===== src/rtl/gba_pad_pkg.sv =====
// Purpose: shared types and constants for the SNES-pad responder and its pin synchronizers.
// Latency: none (declarations only).
// Backpressure: none (declarations only).
package gba_pad_pkg;

  typedef enum logic [1:0] {
    PAD_IDLE,
    PAD_LATCH,
    PAD_SHIFT,
    PAD_DONE
  } pad_state_t;

  // Button indices into the 12-bit pressed=1 vector
  localparam int PAD_B      = 0;
  localparam int PAD_Y      = 1;
  localparam int PAD_SELECT = 2;
  localparam int PAD_START  = 3;
  localparam int PAD_UP     = 4;
  localparam int PAD_DOWN   = 5;
  localparam int PAD_LEFT   = 6;
  localparam int PAD_RIGHT  = 7;
  localparam int PAD_A      = 8;
  localparam int PAD_X      = 9;
  localparam int PAD_L      = 10;
  localparam int PAD_R      = 11;

  localparam int PAD_BUTTONS    = 12;
  localparam int PAD_FRAME_BITS = 16;

  // Line is active low: a pressed button drives 0; the top nibble carries the pad ID levels.
  function automatic logic [PAD_FRAME_BITS-1:0] pad_frame(input logic [3:0] id_line,
                                                          input logic [PAD_BUTTONS-1:0] buttons);
    return {id_line, ~buttons};
  endfunction

endpackage


===== src/rtl/pad_sync_edge.sv =====
// Purpose: multi-flop synchronizer for one async pin, with single-cycle rise/fall pulses.
// Latency: level after SYNC_STAGES clk edges; rise/fall pulses valid during the cycle after that.
// Backpressure: none; free-running sampler.
module pad_sync_edge #(
  parameter int   SYNC_STAGES = 2,
  parameter logic RESET_VAL   = 1'b0
) (
  input  logic clk,
  input  logic rst_b,
  input  logic pin,
  output logic level,
  output logic rise,
  output logic fall
);

  logic [SYNC_STAGES-1:0] sync_q;
  logic                   prev_q;

  // Shift the pin through the synchronizer chain and keep one sample of history for edges
  always_ff @(posedge clk) begin
    if (!rst_b) begin
      sync_q <= {SYNC_STAGES{RESET_VAL}};
      prev_q <= RESET_VAL;
    end else begin
      sync_q <= {sync_q[SYNC_STAGES-2:0], pin};
      prev_q <= sync_q[SYNC_STAGES-1];
    end
  end

  assign level = sync_q[SYNC_STAGES-1];
  assign rise  = level & ~prev_q;
  assign fall  = ~level & prev_q;

endmodule


===== src/rtl/snes_pad_responder.sv =====
// Purpose: device end of the SNES-pad serial protocol; answers latch/clock strobes with a 16-bit frame.
// Latency: pin change to serial_data change is SYNC_STAGES+1 clk cycles; buttons to line is 1 cycle in LATCH.
// Backpressure: none; the console owns the strobes and the watchdog abandons a stalled frame.
module snes_pad_responder
  import gba_pad_pkg::*;
#(
  parameter int         SYNC_STAGES    = 2,
  parameter int         TIMEOUT_CYCLES = 4096,
  parameter logic [3:0] ID_LINE        = 4'hF,
  parameter logic       FILL_BIT       = 1'b0
) (
  input  logic                   clk,
  input  logic                   rst_b,
  input  logic [PAD_BUTTONS-1:0] buttons,
  input  logic                   data_latch,
  input  logic                   data_clock,
  output logic                   serial_data,
  output logic                   busy,
  output logic [4:0]             bit_index,
  output logic                   frame_done,
  output logic                   timeout
);

  localparam int              WD_W    = $clog2(TIMEOUT_CYCLES);
  localparam logic [WD_W-1:0] WD_LAST = WD_W'(TIMEOUT_CYCLES - 1);

  pad_state_t                state;
  logic [PAD_FRAME_BITS-1:0] shreg;
  logic [WD_W-1:0]           wd;
  logic [PAD_FRAME_BITS-1:0] frame_word;

  logic latch_lvl, latch_rise, latch_fall;
  logic clk_lvl_unused, clk_rise, clk_fall_unused;

  pad_sync_edge #(
    .SYNC_STAGES (SYNC_STAGES),
    .RESET_VAL   (1'b0)
  ) u_latch_sync (
    .clk   (clk),
    .rst_b (rst_b),
    .pin   (data_latch),
    .level (latch_lvl),
    .rise  (latch_rise),
    .fall  (latch_fall)
  );

  // data_clock idles high, so its synchronizer resets high to avoid a false rise after reset
  pad_sync_edge #(
    .SYNC_STAGES (SYNC_STAGES),
    .RESET_VAL   (1'b1)
  ) u_clock_sync (
    .clk   (clk),
    .rst_b (rst_b),
    .pin   (data_clock),
    .level (clk_lvl_unused),
    .rise  (clk_rise),
    .fall  (clk_fall_unused)
  );

  assign frame_word  = pad_frame(ID_LINE, buttons);
  assign serial_data = shreg[0];

  // Responder FSM: latch handling, shifting, watchdog and registered status outputs
  always_ff @(posedge clk) begin
    if (!rst_b) begin
      state      <= PAD_IDLE;
      shreg      <= '1;
      busy       <= 1'b0;
      bit_index  <= '0;
      frame_done <= 1'b0;
      timeout    <= 1'b0;
      wd         <= '0;
    end else begin
      frame_done <= 1'b0;
      timeout    <= 1'b0;
      case (state)
        PAD_IDLE: begin
          if (latch_lvl) begin
            state     <= PAD_LATCH;
            shreg     <= frame_word;
            bit_index <= '0;
            busy      <= 1'b1;
          end
        end
        PAD_LATCH: begin
          // The word loaded on the last latched cycle is the one that gets shifted out
          if (latch_fall) begin
            state <= PAD_SHIFT;
            wd    <= '0;
          end else begin
            shreg <= frame_word;
          end
        end
        PAD_SHIFT: begin
          // A new latch aborts the frame and takes priority over a coincident clock edge
          if (latch_rise) begin
            state     <= PAD_LATCH;
            shreg     <= frame_word;
            bit_index <= '0;
            busy      <= 1'b1;
          end else if (clk_rise) begin
            shreg     <= {FILL_BIT, shreg[PAD_FRAME_BITS-1:1]};
            bit_index <= bit_index + 5'd1;
            wd        <= '0;
            if (bit_index == 5'(PAD_FRAME_BITS - 1)) begin
              frame_done <= 1'b1;
              state      <= PAD_DONE;
              busy       <= 1'b0;
            end
          end else if (wd == WD_LAST) begin
            timeout <= 1'b1;
            state   <= PAD_IDLE;
            busy    <= 1'b0;
            shreg   <= '1;
            wd      <= '0;
          end else begin
            wd <= wd + 1'b1;
          end
        end
        PAD_DONE: begin
          if (latch_lvl) begin
            state     <= PAD_LATCH;
            shreg     <= frame_word;
            bit_index <= '0;
            busy      <= 1'b1;
          end
        end
        default: begin
          state <= PAD_IDLE;
          busy  <= 1'b0;
        end
      endcase
    end
  end

endmodule


===== config.mk =====
export PLATFORM = sky130hd
export DESIGN_NAME = snes_pad_responder
export DESIGN_NICKNAME = d
export VERILOG_FILES = /design/src/rtl/gba_pad_pkg.sv /design/src/rtl/pad_sync_edge.sv /design/src/rtl/snes_pad_responder.sv
export SDC_FILE = /design/constraint.sdc
export NUM_CORES = 1
export LEC_CHECK = 0
export CORE_MARGIN = 10
export CORE_UTILIZATION = 45
export DETAILED_ROUTE_END_ITERATION = 7
export GPL_TIMING_DRIVEN = 0
export PLACE_DENSITY = 0.67
export SYNTH_ARGS = -nofsm -noshare
export SYNTH_HDL_FRONTEND = slang
export SYNTH_HIERARCHICAL = 1
export SYNTH_SLANG_ARGS = --single-unit

===== constraint.sdc =====
create_clock -name clk -period 3.7 [get_ports clk]
set_input_delay 0.555 -clock clk [delete_from_list [all_inputs] [get_ports clk]]
set_output_delay 0.555 -clock clk [all_outputs]
set_load 0.05 [all_outputs]

==> flow_summary.json <==
{
  "critPathBufInv": 1,
  "drt_wl_total_mm": 4.088,
  "multi_input_area_sq_um": 1102,
  "final_core_utilization_pct": 56.94,
  "arrival_ns": 1.55,
  "gp_congestion": 0.7488,
  "cts-resized-gates": 0,
  "grt_pass1_wl_mm": 7.065,
  "cp_max_fo": 6,
  "holdWs_ns": 0.4141,
  "die_area_sq_um": 7762,
  "start_util_pct": 47.28,
  "critPathTopFamily": "buffers and inverters",
  "ios": 25,
  "grt_setup_unrepaired": "false",
  "fin_nets": 301,
  "max_cap_violations": 0,
  "relSlewSlack_pct": 64.91,
  "worst_hold_path_type": "register to register",
  "grt_usage_pct": 11.12,
  "cts_root_buf": "clkbuf_8",
  "netlist_area_sq_um": 2087,
  "yosysWarnings": 6,
  "htreeDepth": 2,
  "finalClockSkew_ns": 0.009056,
  "clkTransAtPathRegs_ns": 0.09,
  "worstSetupEndpointType": "output port",
  "num_rows": 24,
  "clk_latency_ns": 0.29,
  "crit_required_ns": 3.14,
  "setup_viol": 0,
  "ctsHoldBuffers": 0,
  "drt_iter0_drc": 90,
  "chipHeight_microns": 88.10,
  "clock-sinks": 44,
  "period_needed_ns": 2.110,
  "crit_slowest_cell": "clkdlybuf4s50_1",
  "worstPathCellList": "clkdlybuf4s50_1",
  "grt_max_degree": 15,
  "status": "finished clean",
  "dr.pass1.iters": 4,
  "grt-ovfl-total": 0,
  "cp-start-kind": "register",
  "finalCritPeriodShare_pct": 57.03,
  "placeableCoreArea_sq_um": 4414,
  "post_cts_buffers": 0,
  "stdcell_count": 332,
  "syn_nets": 270,
  "wl_per_cell_microns": 12.31,
  "syn_avg_cell_area_sq_um": 8.415,
  "power_density_nw_per_um2": 671.9,
  "power.ir.vdd_worst_v": 0.0003609,
  "portBuffers": 24,
  "grt_pass1_vias": 1594,
  "cts_buffers": 5,
  "worstSetupPathType": "register to output port",
  "p_total_w": 0.001689,
  "fmax_mhz": 473.9,
  "cts_max_path_buffers": 2,
  "slew_violations": 0,
  "hpwl_mm": 3.015,
  "drc": 0,
  "dr_total_vias": 1709,
  "power.leakage_nw": 0.9708,
  "max_stage_delay_ns": 0.84,
  "hold_violations": 0,
  "seq_area_sq_um": 880.8,
  "cts_tree": "built",
  "area_growth_pct": 20.44,
  "tightest_slew_ns": 0.5215,
  "die_w_microns": 88.10,
  "dp_cells": 324,
  "vias_per_cell": 5.148,
  "fillers": 417,
  "drtAntennaViolNets": 0,
  "diodes": 0,
  "postSynthCellCount": 248,
  "layout-drive-gt1-share_pct": 10.00,
  "setup_tns_ns": 0,
  "antenna_found_initial": 0
}
## routing by layer
metal,vias to the layer above,global-route usage (%),share of wire (%)
li1,905,-,-
met2,31,16.93,43
met3,6,3.528,5.1
met1,767,14.29,51
met5,-,0,0
met4,0,4.280,1.6
## power by group
group / leakage, nW / internal [W] / switching (W)
logic: 0.550 / 0.000289 / 0.000412
registers: 0.360 / 0.000558 / 0.0000473
clock network: 0.0614 / 0.000221 / 0.000162
total: 0.971 / 0.00107 / 0.000622
## per-stage QoR
stage               area [sq um]  setup WS (ns)
CTS                         2514          1.577
floorplan                   2087          1.818
finish                      2514          1.590
detailed placement          2392          1.324
global placement            2392          1.365
global route                2514          1.489
## cell usage in the layout, fill, tap and decap left out, drive strengths merged, types with 5 or more instances in the layout
cell and n:
mux2i 5, dfxtp 44, a21oi 5, nand3 16, xor2 10, buf 7, and2 6, o21ai 36
nand4 6, nor2 21, nor2b 8, nand2 37, clkbuf 13, ha 6, clkdlybuf4s50 24, inv 5
## sequential cells by signal, summed over array words and instances, names as in the netlist
signal / cells
u_clock_sync/prev_q: 1
state: 2
u_latch_sync/sync_q: 2
u_latch_sync/prev_q: 1
shreg: 16
frame_done: 1
bit_index: 5
wd: 12
busy: 1
timeout: 1
u_clock_sync/sync_q: 2
## final timing paths
kind | start | end | slack (ns) | depth (start not counted)
worst max register to register | wd[0] | shreg[5] | 1.68 | 7
worst min-delay path | u_clock_sync/sync_q[0] | u_clock_sync/sync_q[1] | 0.41 | 1
worst max-delay path | bit_index[2] | bit_index[2] | 1.59 | 1
worst min register to register | u_clock_sync/sync_q[0] | u_clock_sync/sync_q[1] | 0.41 | 1
## worst register-to-register path: cells and delay by family, from the launching register on
kind,cells,cell delay (ns)
adder cells (fa/ha/maj),1,0.29
buffers and inverters,1,0.23
AO/OA/AOI/OAI,1,0.20
flip-flops,1,0.37
AND/OR/NAND/NOR,4,0.79
## cell type report
type / count / share of cell area [%]
Buffer: 14 / 3.385
Clock buffer: 6 / 3.285
Clock inverter: 2 / 1.543
Inverter: 5 / 0.7466
Multi-Input combinational cell: 185 / 43.85
Sequential cell: 44 / 35.04
Tap cell: 52 / 2.588
Timing Repair Buffer: 24 / 9.557
(Power assumes the default switching activity.)
